===== src/rtl/seq_div.sv =====
// seq_div: iterative unsigned restoring divider, one quotient bit per cycle.
// A go_T pulse accepted while idle yields quot/rem with a one-cycle done
// pulse WIDTH+1 cycles later. A go_T on the done cycle is accepted.
// Optional feature macro: SEQ_DIV_ZERO_FLAG_EN adds the registered div_zero
// output, which flags results produced with a zero divisor.
module seq_div #(
    parameter int unsigned WIDTH = 32
) (
    input  logic             clk,
    input  logic             reset,
    input  logic             go_T,
    input  logic [WIDTH-1:0] left,
    input  logic [WIDTH-1:0] right,
    output logic [WIDTH-1:0] quot,
    output logic [WIDTH-1:0] rem,
    output logic             done
`ifdef SEQ_DIV_ZERO_FLAG_EN
    ,
    output logic             div_zero
`endif
);

    localparam int unsigned CW = $clog2(WIDTH);

    localparam logic [0:0] IDLE = 1'b0;
    localparam logic [0:0] BUSY = 1'b1;

    logic [0:0]       state_q, state_d;
    logic [CW-1:0]    cnt_q, cnt_d;
    // Dividend bits leave at the MSB while quotient bits enter at the LSB,
    // so after WIDTH steps this register holds the quotient.
    logic [WIDTH-1:0] shf_q, shf_d;
    logic [WIDTH-1:0] dvs_q, dvs_d;
    logic [WIDTH-1:0] prem_q, prem_d;
    logic [WIDTH-1:0] quot_q, quot_d;
    logic [WIDTH-1:0] rem_q, rem_d;
    logic             done_q, done_d;

    logic [WIDTH:0]   trial;
    logic             ge;
    logic [WIDTH-1:0] step_rem;
    logic [WIDTH-1:0] step_shf;

`ifdef SEQ_DIV_ZERO_FLAG_EN
    logic dzp_q, dzp_d;
    logic dz_q, dz_d;
`endif

    // One restoring step: WIDTH+1-bit trial compare, subtract when it fits.
    // The difference is below the divisor, so WIDTH bits suffice for it.
    always_comb begin
        trial    = {prem_q, shf_q[WIDTH-1]};
        ge       = (trial >= {1'b0, dvs_q});
        step_rem = ge ? (trial[WIDTH-1:0] - dvs_q) : trial[WIDTH-1:0];
        step_shf = {shf_q[WIDTH-2:0], ge};
    end

    // Next-state logic for the IDLE/BUSY controller and datapath registers.
    always_comb begin
        state_d = state_q;
        cnt_d   = cnt_q;
        shf_d   = shf_q;
        dvs_d   = dvs_q;
        prem_d  = prem_q;
        quot_d  = quot_q;
        rem_d   = rem_q;
        done_d  = 1'b0;
`ifdef SEQ_DIV_ZERO_FLAG_EN
        dzp_d   = dzp_q;
        dz_d    = dz_q;
`endif
        case (state_q)
            IDLE: begin
                if (go_T) begin
                    shf_d   = left;
                    dvs_d   = right;
                    prem_d  = '0;
                    cnt_d   = CW'(WIDTH - 1);
                    state_d = BUSY;
`ifdef SEQ_DIV_ZERO_FLAG_EN
                    dzp_d   = (right == '0);
`endif
                end
            end
            BUSY: begin
                prem_d = step_rem;
                shf_d  = step_shf;
                if (cnt_q == '0) begin
                    quot_d  = step_shf;
                    rem_d   = step_rem;
                    done_d  = 1'b1;
                    state_d = IDLE;
`ifdef SEQ_DIV_ZERO_FLAG_EN
                    dz_d    = dzp_q;
`endif
                end else begin
                    cnt_d = cnt_q - 1'b1;
                end
            end
            default: state_d = IDLE;
        endcase
    end

    // State registers with asynchronous active-high clear.
    always_ff @(posedge clk or posedge reset) begin
        if (reset) begin
            state_q <= IDLE;
            cnt_q   <= '0;
            shf_q   <= '0;
            dvs_q   <= '0;
            prem_q  <= '0;
            quot_q  <= '0;
            rem_q   <= '0;
            done_q  <= 1'b0;
        end else begin
            state_q <= state_d;
            cnt_q   <= cnt_d;
            shf_q   <= shf_d;
            dvs_q   <= dvs_d;
            prem_q  <= prem_d;
            quot_q  <= quot_d;
            rem_q   <= rem_d;
            done_q  <= done_d;
        end
    end

`ifdef SEQ_DIV_ZERO_FLAG_EN
    // Zero-divisor flag: captured at acceptance, published at completion.
    always_ff @(posedge clk or posedge reset) begin
        if (reset) begin
            dzp_q <= 1'b0;
            dz_q  <= 1'b0;
        end else begin
            dzp_q <= dzp_d;
            dz_q  <= dz_d;
        end
    end

    assign div_zero = dz_q;
`endif

    assign quot = quot_q;
    assign rem  = rem_q;
    assign done = done_q;

endmodule

===== config.mk =====
export PLATFORM = sky130hd
export DESIGN_NAME = seq_div
export DESIGN_NICKNAME = d
export VERILOG_FILES = /design/src/rtl/seq_div.sv
export SDC_FILE = /design/constraint.sdc
export NUM_CORES = 1
export LEC_CHECK = 0
export BUFFER_PORTS_ARGS = -buffer_cell sky130_fd_sc_hd__buf_2
export CELL_PAD_IN_SITES_DETAIL_PLACEMENT = 1
export CELL_PAD_IN_SITES_GLOBAL_PLACEMENT = 2
export CORE_UTILIZATION = 35
export DETAILED_ROUTE_END_ITERATION = 7
export HOLD_SLACK_MARGIN = 0.05
export PLACE_DENSITY = 0.77
export SLEW_MARGIN = 25
export SYNTH_ARGS = -nofsm -noshare
export SYNTH_HDL_FRONTEND = slang
export SYNTH_SLANG_ARGS = --single-unit

===== constraint.sdc =====
create_clock -name clk -period 7.2 [get_ports clk]
set_clock_uncertainty 0.05 [all_clocks]
set_input_delay 1.08 -clock clk [delete_from_list [all_inputs] [get_ports clk]]
set_output_delay 1.08 -clock clk [all_outputs]
set_load 0.005 [all_outputs]

Yosys cells after proc, flatten, opt, wreduce, memory -nomap -nowiden
Index checks and enable logic that the tools add are counted.

storage, ports and cells
  input bits = 67
  word-level logic and storage cells = 31
  bits in registers = 167

operators by class
  add/sub/neg operators = 2
  reduce and logical (&&, ||, !) cells = 4
  equality and inequality tests = 2
  order comparisons = 1
  muxes and demuxes = 13
  bitwise logic cells = 1

operators by type and width
  kind                                               count
  case mux 32 bit (2 select lines)                   2
  2-to-1 mux 32 bit                                  3
  greater-or-equal comparator 33 x 32 -> 1 bit       1
  subtractor 32 bit                                  1
  2-to-1 mux 5 bit                                   2
  case mux 5 bit (2 select lines)                    1
  AND reduction 2 bit                                3
  logical NOT 5 bit                                  1
  subtractor 5 x 1 -> 5 bit (second input constant)  1
  2-to-1 mux 1 bit                                   4
  inequality test 2 bit (second input constant)      2
  case mux 1 bit (2 select lines)                    1
  NOT 1 bit                                          1

Depth between registers and ports, before layout
Gate-level depths: netlist of the first run.

  depth in word-level cells = 3
  depth in mapped cells = 13

Least setup slack after synthesis of the first run
Ideal clock, no wire load.

  kind = register -> register
  start = register prem_q[18]
  end = register prem_q[10]
  setup time = 0.146 ns
  arrival = 2.229 ns
  slack = 4.775 ns
  clock period less this slack = 2.425 ns
  stages on the path, launching flop included = 13
  data required time = 7.004 ns
  path through = dfrtp_1 ha_1 buf_4 nand2_1 o211ai_2 a21oi_2 nor4_4 o21ai_2 a21oi_2 buf_6 buf_12 mux2i_1 mux2i_1

on the way
  cells in the longest elaborated chain, start to end = 3

ends and longest elaborated chain
  element                                       RTL line  source
  from (decl)                                   34        logic [WIDTH-1:0] prem_q, prem_d;
  from (signal assigned)                        120       prem_q <= prem_d;
  greater-or-equal comparator 33 x 32 -> 1 bit  53        ge = (trial >= {1'b0, dvs_q});
  2-to-1 mux 32 bit                             54        step_rem = ge ? (trial[WIDTH-1:0] - dvs_q) : trial[WIDTH-1:0];
  case mux 32 bit (2 select lines)              72        case (state_q)

No other way between the ends.
A chain may end at the register's enable or synchronous reset.

Worst setup path in the final report of the first run
  start = input port go_T
  end = register dvs_q[17]

on the way
  cells in the longest elaborated chain, start to end = 1

ends and longest elaborated chain
  element                        RTL line  source
  from (decl)                    11        input logic go_T,
  AND reduction 2 bit (no line)  --
  to (signal assigned)           119       dvs_q <= dvs_d;
  to (decl)                      33        logic [WIDTH-1:0] dvs_q, dvs_d;

No other way between the ends.

==> flow_summary.yaml, run 1 <==
logic_synthesis:
  synth_top_area_share_pct: 46.9
  synth_seq_cells: 167
  synthTopCellsByArea: "dfrtp_1, nand2_1, mux2i_1"
  yosysSeqAreaShare_pct: 46.9
  synth-edff-count: 0
  yosysUniqueCellTypes: 61
  syn_avg_cell_area_um2: 9.14
  async_flop_share_pct: 100
  yosys_warnings: 0
  synthFlopType: "dfrtp_1"
  yosys.area.top_type: "dfrtp_1"
  synthesis.nets: 1078
  syn-cell-area_um2: 8920
  synthCells: 976
clock_network:
  cts_tree: "yes"
  htree_levels: 4
  clockBufferDepth: 2
  worstSkewPairLatency_ps: 440
  numCtsBuffers: 17
  cts_resized: 0
  clk_pin_slew_ps: 70
  cts.sinks: 167
  root_buffer: "clkbuf_16"
  cts_hold_buf: 0
  cts_setup_buffers: 0
place:
  preCtsSetupSlack_ps: 2970
  port-buffer-count: 131
  routabilityCongestion: 0.792
  place_hpwl_um: 16500
critical_path:
  cpMaxStageDelayCell: "clkinv_1"
  criticalPathCategory: "in -> reg"
  required_ps: 7450
  rrSetupSlack_ps: 3770
  arrival_ps: 3930
  regToRegEndpoint: "rem[25]"
  crit_path_start: "go_T"
  timing.rr.start: "prem_q[22]"
  worstRegToRegCells: 10
  cp_common_cell: "buf_4"
  startpoint_type: "primary input"
  endpoint: "dvs_q[17]"
  end_kind: "register"
  max_stage_delay_ps: 910
  path_cells: "buf_2, buf_4, clkinv_1, nor2_4, buf_4, o21ai_0"
  cp_max_fo: 44
timing:
  setup_tns_ps: 0
  slew_viol_final: 0
  clock.fmax_mhz: 271
  worstMarginPinSlew_ps: 874
  fin_ws_ps: 3510
  hold_viol: 0
  fin_crit_sh_pct: 51.2
  slew_headroom_pct: 41.4
  final-setup-viol-count: 0
  grt_setup_unrepaired: "false"
  fin_crit_ps: 3690
hold_path:
  hold_path_class: "reg -> reg"
routing:
  via_per_inst: 5.00
  post_drt_wl_per_cell_um: 16.6
  drtAntennaViolNets: 0
  drtIter0Drc: 442
  routed_wl_um: 23700
  route.detailed.drc: 0
  vias: 7101
  drt_first_pass_iters: 4
finish:
  syn_to_final_growth_pct: 16.8
  mostFrequentLayoutCells: "nand2_1, dfrtp_1, buf_2, o21ai_0, mux2i_1"
  post-route-util_pct: 41.5
  final_common_cell: "nand2_1"
  n_fill_cell: 3022
  multi_input_area_um2: 4310
  regArea_um2: 4180
  drive_gt1_share_pct: 18.1
  final_nets: 1179
floorplan:
  die_h_um: 162
  die_w_um: 162
  die_area_um2: 26100
  initial_core_util_pct: 35.5
  ios: 132
  rows: 58
  coreArea_um2: 25100
power:
  vdd_ir_drop_max_uv: 214
  p_total_mw: 6.08
  switching_share_pct: 46.2
  p_int_mw: 3.27
  leakagePower_nw: 5.29
  combPwrFrac_pct: 55.9
  p_clk_share_pct: 16.1
  seqPwrFrac_pct: 28.0
  power.density_nw_per_um2: 583
  p_sw_mw: 2.81
grt:
  grt_pass1_vias: 7478
  grt_pass1_wl_um: 40200
  grt_max_degree: 102
  grt_usage_pct: 19.4
  antenna_found_initial: 1
  globalRouteOverflowTotal: 0
run_status:
  status: "finished clean"
flow_run:
  max_cap_viol_count: 0
[critical path: cells and delay by family]
kind	cells	cell delay (ps)
AOI/OAI and AO/OA	1	160
buffers and inverters	4	2000
and+or+nand+nor	1	660
[metal layers]
layer	track usage (%)	part of all wire, %
met5	0	0
met3	3.13	2.6
met2	31.0	47
met1	26.9	49
met4	5.92	1.5
[power by group through the flow]
stage | registers [mW] | clock network [mW] | logic (mW)
5_1_grt | 1.77 | 1.04 | 3.88
3_3_place_gp | 1.71 | 0 | 3.36
6_report | 1.70 | 0.976 | 3.40
2_1_floorplan | 1.65 | 0 | 2.61
3_5_place_dp | 1.72 | 0 | 3.42
4_1_cts | 1.71 | 1.00 | 3.45
[state kept, by name (all words and copies together), names as in the netlist]
register  count
dvs_q        32
state_q       1
done          1
prem_q       32
shf_q        32
quot         32
cnt_q         5
rem          32
[through the flow]
stage / hold WS (ps) / cell area, um2 / instances
5_1_grt: 441 / 10400 / 1421
2_1_floorplan: 400 / 8920 / 976
3_3_place_gp: 402 / 9780 / 1388
6_report: 421 / 10400 / 1421
3_5_place_dp: 408 / 9780 / 1388
4_1_cts: 426 / 10400 / 1420
[kinds of logic after synthesis]
logic type / synth area share, %
buffers and inverters: 4.97
flip-flops: 46.9
XOR/XNOR: 2.55
AND/OR/NAND/NOR: 17.0
adder cells (fa/ha/maj): 4.99
AO/OA/AOI/OAI: 14.8
multiplexers: 8.88
[synthesized netlist by cell type, drive strengths merged (18+ instances only)]
master  instances
a21oi          41
a31oi          21
buf            18
clkbuf         38
dfrtp         167
ha             34
inv            42
mux2i          78
nand2         246
nand3          23
nor2           28
o21ai         115
[final cells by class]
cell class / instances / share of cell area, %
clock buffers: 17 / 4.08
diodes: 1 / 0.0240
well taps: 330 / 3.96
clock inverters: 15 / 1.98
repair buffers: 138 / 6.80
multi-input cells: 710 / 41.4
flip-flops and latches: 167 / 40.1
inverters: 43 / 1.62
[worst min path at each step]
stage,from,end,slack [ps],cells past startpoint
after CTS,quot[19],quot[19],430,2
after global routing,quot[24],quot[24],440,2
after global placement,quot[6],quot[6],400,2
after detailed placement,quot[19],quot[19],410,2
after floorplan,dvs_q[0],dvs_q[0],400,2
final,quot[2],quot[2],420,2
No activity file was read; power rests on OpenSTA's default activity.
==> inputs of run 2 (changes only) <==
ABC_AREA = 1   (was unset)
CORE_UTILIZATION = 29   (was 35)
PLACE_DENSITY = 0.74   (was 0.77)
clock period = 3.2 ns   (was 7.2 ns; I/O delays follow)
==> flow_summary.yaml, run 2 <==
grt:
  grt_max_degree: 77
  grt_pass1_vias: 9262
  grt_usage_pct: 19.0
  grt_pass1_wl_um: 49800
  globalRouteOverflowTotal: 0
  antenna_found_initial: 4
clock_network:
  root_buffer: "clkbuf_16"
  cts_hold_buf: 0
  cts.sinks: 167
  cts_resized: 0
  cts_tree: "yes"
  clk_pin_slew_ps: 80
  cts_setup_buffers: 0
  htree_levels: 4
  worstSkewPairLatency_ps: 450
  numCtsBuffers: 17
  clockBufferDepth: 2
timing:
  clock.fmax_mhz: 384
  setup_tns_ps: 0
  worstMarginPinSlew_ps: 863
  fin_crit_ps: 2600
  hold_viol: 0
  slew_viol_final: 0
  grt_setup_unrepaired: "false"
  fin_crit_sh_pct: 81.4
  final-setup-viol-count: 0
  slew_headroom_pct: 42.5
place:
  port-buffer-count: 131
  place_hpwl_um: 22500
  routabilityCongestion: 0.849
  dp_cells: 1904
logic_synthesis:
  synthCells: 1365
  yosys.area.top_type: "dfrtp_1"
  syn_avg_cell_area_um2: 7.03
  synthesis.nets: 1467
  yosysUniqueCellTypes: 35
  synth-edff-count: 0
  synthTopCellsByArea: "dfrtp_1, nand2_1, inv_1"
  yosysSeqAreaShare_pct: 43.6
  synth_seq_cells: 167
  post-synth-top-count-cell: "nand2_1"
  async_flop_share_pct: 100
  synthFlopType: "dfrtp_1"
  synth_top_area_share_pct: 43.6
  syn-cell-area_um2: 9590
  yosys_warnings: 0
  yosys-top-cells-count: "nand2_1, inv_1, dfrtp_1, nand3_1, o21ai_0"
finish:
  final_nets: 1583
  stdcell_count: 1939
  final_common_cell: "nand2_1"
  drive_gt1_share_pct: 13.4
  syn_to_final_growth_pct: 18.4
  mostFrequentLayoutCells: "nand2_1, inv_1, dfrtp_1, buf_2, nand3_1"
critical_path:
  max_stage_delay_ps: 400
  arrival_ps: 2880
  cp_max_fo: 23
  cp_common_cell: "nand2_1"
  required_ps: 3480
  end_kind: "register"
  criticalPathCategory: "reg -> reg"
  startpoint_type: "register"
  path_cells: "ha_1, nand2_1, inv_1, nand2_1, nand2_1, inv_1, nand3_2, nand2_1, nand2_2, nand2_4, buf_4, nand3_1, nand3_1, o21ai_1"
  cpMaxStageDelayCell: "dfrtp_1"
routing:
  post_drt_wl_per_cell_um: 15.6
  routed_wl_um: 30200
  via_per_inst: 4.52
  drtIter0Drc: 269
  vias: 8757
  drt_first_pass_iters: 4
  drtAntennaViolNets: 0
  route.detailed.drc: 0
flow_run:
  max_cap_viol_count: 0
floorplan:
  die_area_um2: 33800
  initial_core_util_pct: 29.5
  coreArea_um2: 32500
  die_h_um: 184
  rows: 66
  die_w_um: 184
  ios: 132
power:
  vdd_ir_drop_max_uv: 467
  leakagePower_nw: 6.39
  power.density_nw_per_um2: 1260
run_status:
  status: "finished clean"
hold_path:
  hold_path_class: "in -> async"
-- run 2: cell families (layout without fill, tap and decap cells) --
| family | Yosys count | in the layout | synth area share, % |
|---|---|---|---|
| AND/OR/NAND/NOR | 817 | 817 | 35.0 |
| buffers and inverters | 234 | 363 | 9.64 |
| flip-flops | 167 | 167 | 43.6 |
| XOR/XNOR | 14 | 14 | 1.28 |
| adder cells (fa/ha/maj) | 35 | 35 | 4.65 |
| AO/OA/AOI/OAI | 98 | 98 | 5.85 |
| other | 0 | 3 | 0 |
-- run 2: report_power, final --
| part | internal, mW | total (mW) | switching (mW) |
|---|---|---|---|
| Combinational | 2.86 | 8.39 | 5.53 |
| Sequential | 3.17 | 3.75 | 0.581 |
| Clock | 1.12 | 2.14 | 1.02 |
-- run 2: layer usage --
| metal | wire length [um] | global-route usage (%) |
|---|---|---|
| met1 | 14000 | 23.9 |
| met4 | 473 | 5.43 |
| met3 | 1530 | 5.31 |
| met5 | 0 | 0 |
| met2 | 14200 | 31.8 |
-- run 2: cell type report --
class / instances / area, um2
inverters: 188 / 709
fillers: 4160 / 21200
repair buffers: 143 / 808
flip-flops and latches: 167 / 4180
diodes: 3 / 7.51
well taps: 442 / 553
clock inverters: 15 / 181
clock buffers: 17 / 425
multi-input cells: 964 / 4490
-- run 2: final timing paths --
path                            from         to  slack, ps  cells past startpoint
min reg2reg                   rem[9]     rem[9]        430                      2
min in group clk            left[30]  shf_q[30]        180                      3
max in group asynchronous      reset    rem[19]       2250                      3
max reg2reg                prem_q[7]  prem_q[0]        600                     14
max                        prem_q[7]  prem_q[0]        600                     14
min                            reset   cnt_q[1]         90                      2
-- run 2: stage by stage --
| stage | hold slack (ps) | utilization, % | area, um2 | total power, mW | worst slack [ps] |
|---|---|---|---|---|---|
| floorplan | 403 | - | 9590 | 9.76 | 543 |
| global placement | 411 | 33.0 | 10700 | 12.2 | 537 |
| detailed placement | 411 | 33.0 | 10700 | 12.4 | 556 |
| CTS | 81.2 | 34.9 | 11400 | 14.6 | 527 |
| global route | 108 | 34.9 | 11400 | 16.0 | 348 |
| finish | 85.2 | 34.9 | 11400 | 14.3 | 596 |
-- run 2: worst max-delay path, delay by kind of cell (launching register included) --
| kind | cells | cell delay, ps |
|---|---|---|
| adders and majority gates | 1 | 370 |
| buffers and inverters | 3 | 490 |
| DFF | 1 | 400 |
| AOI/OAI and AO/OA | 1 | 70 |
| and+or+nand+nor | 9 | 1090 |
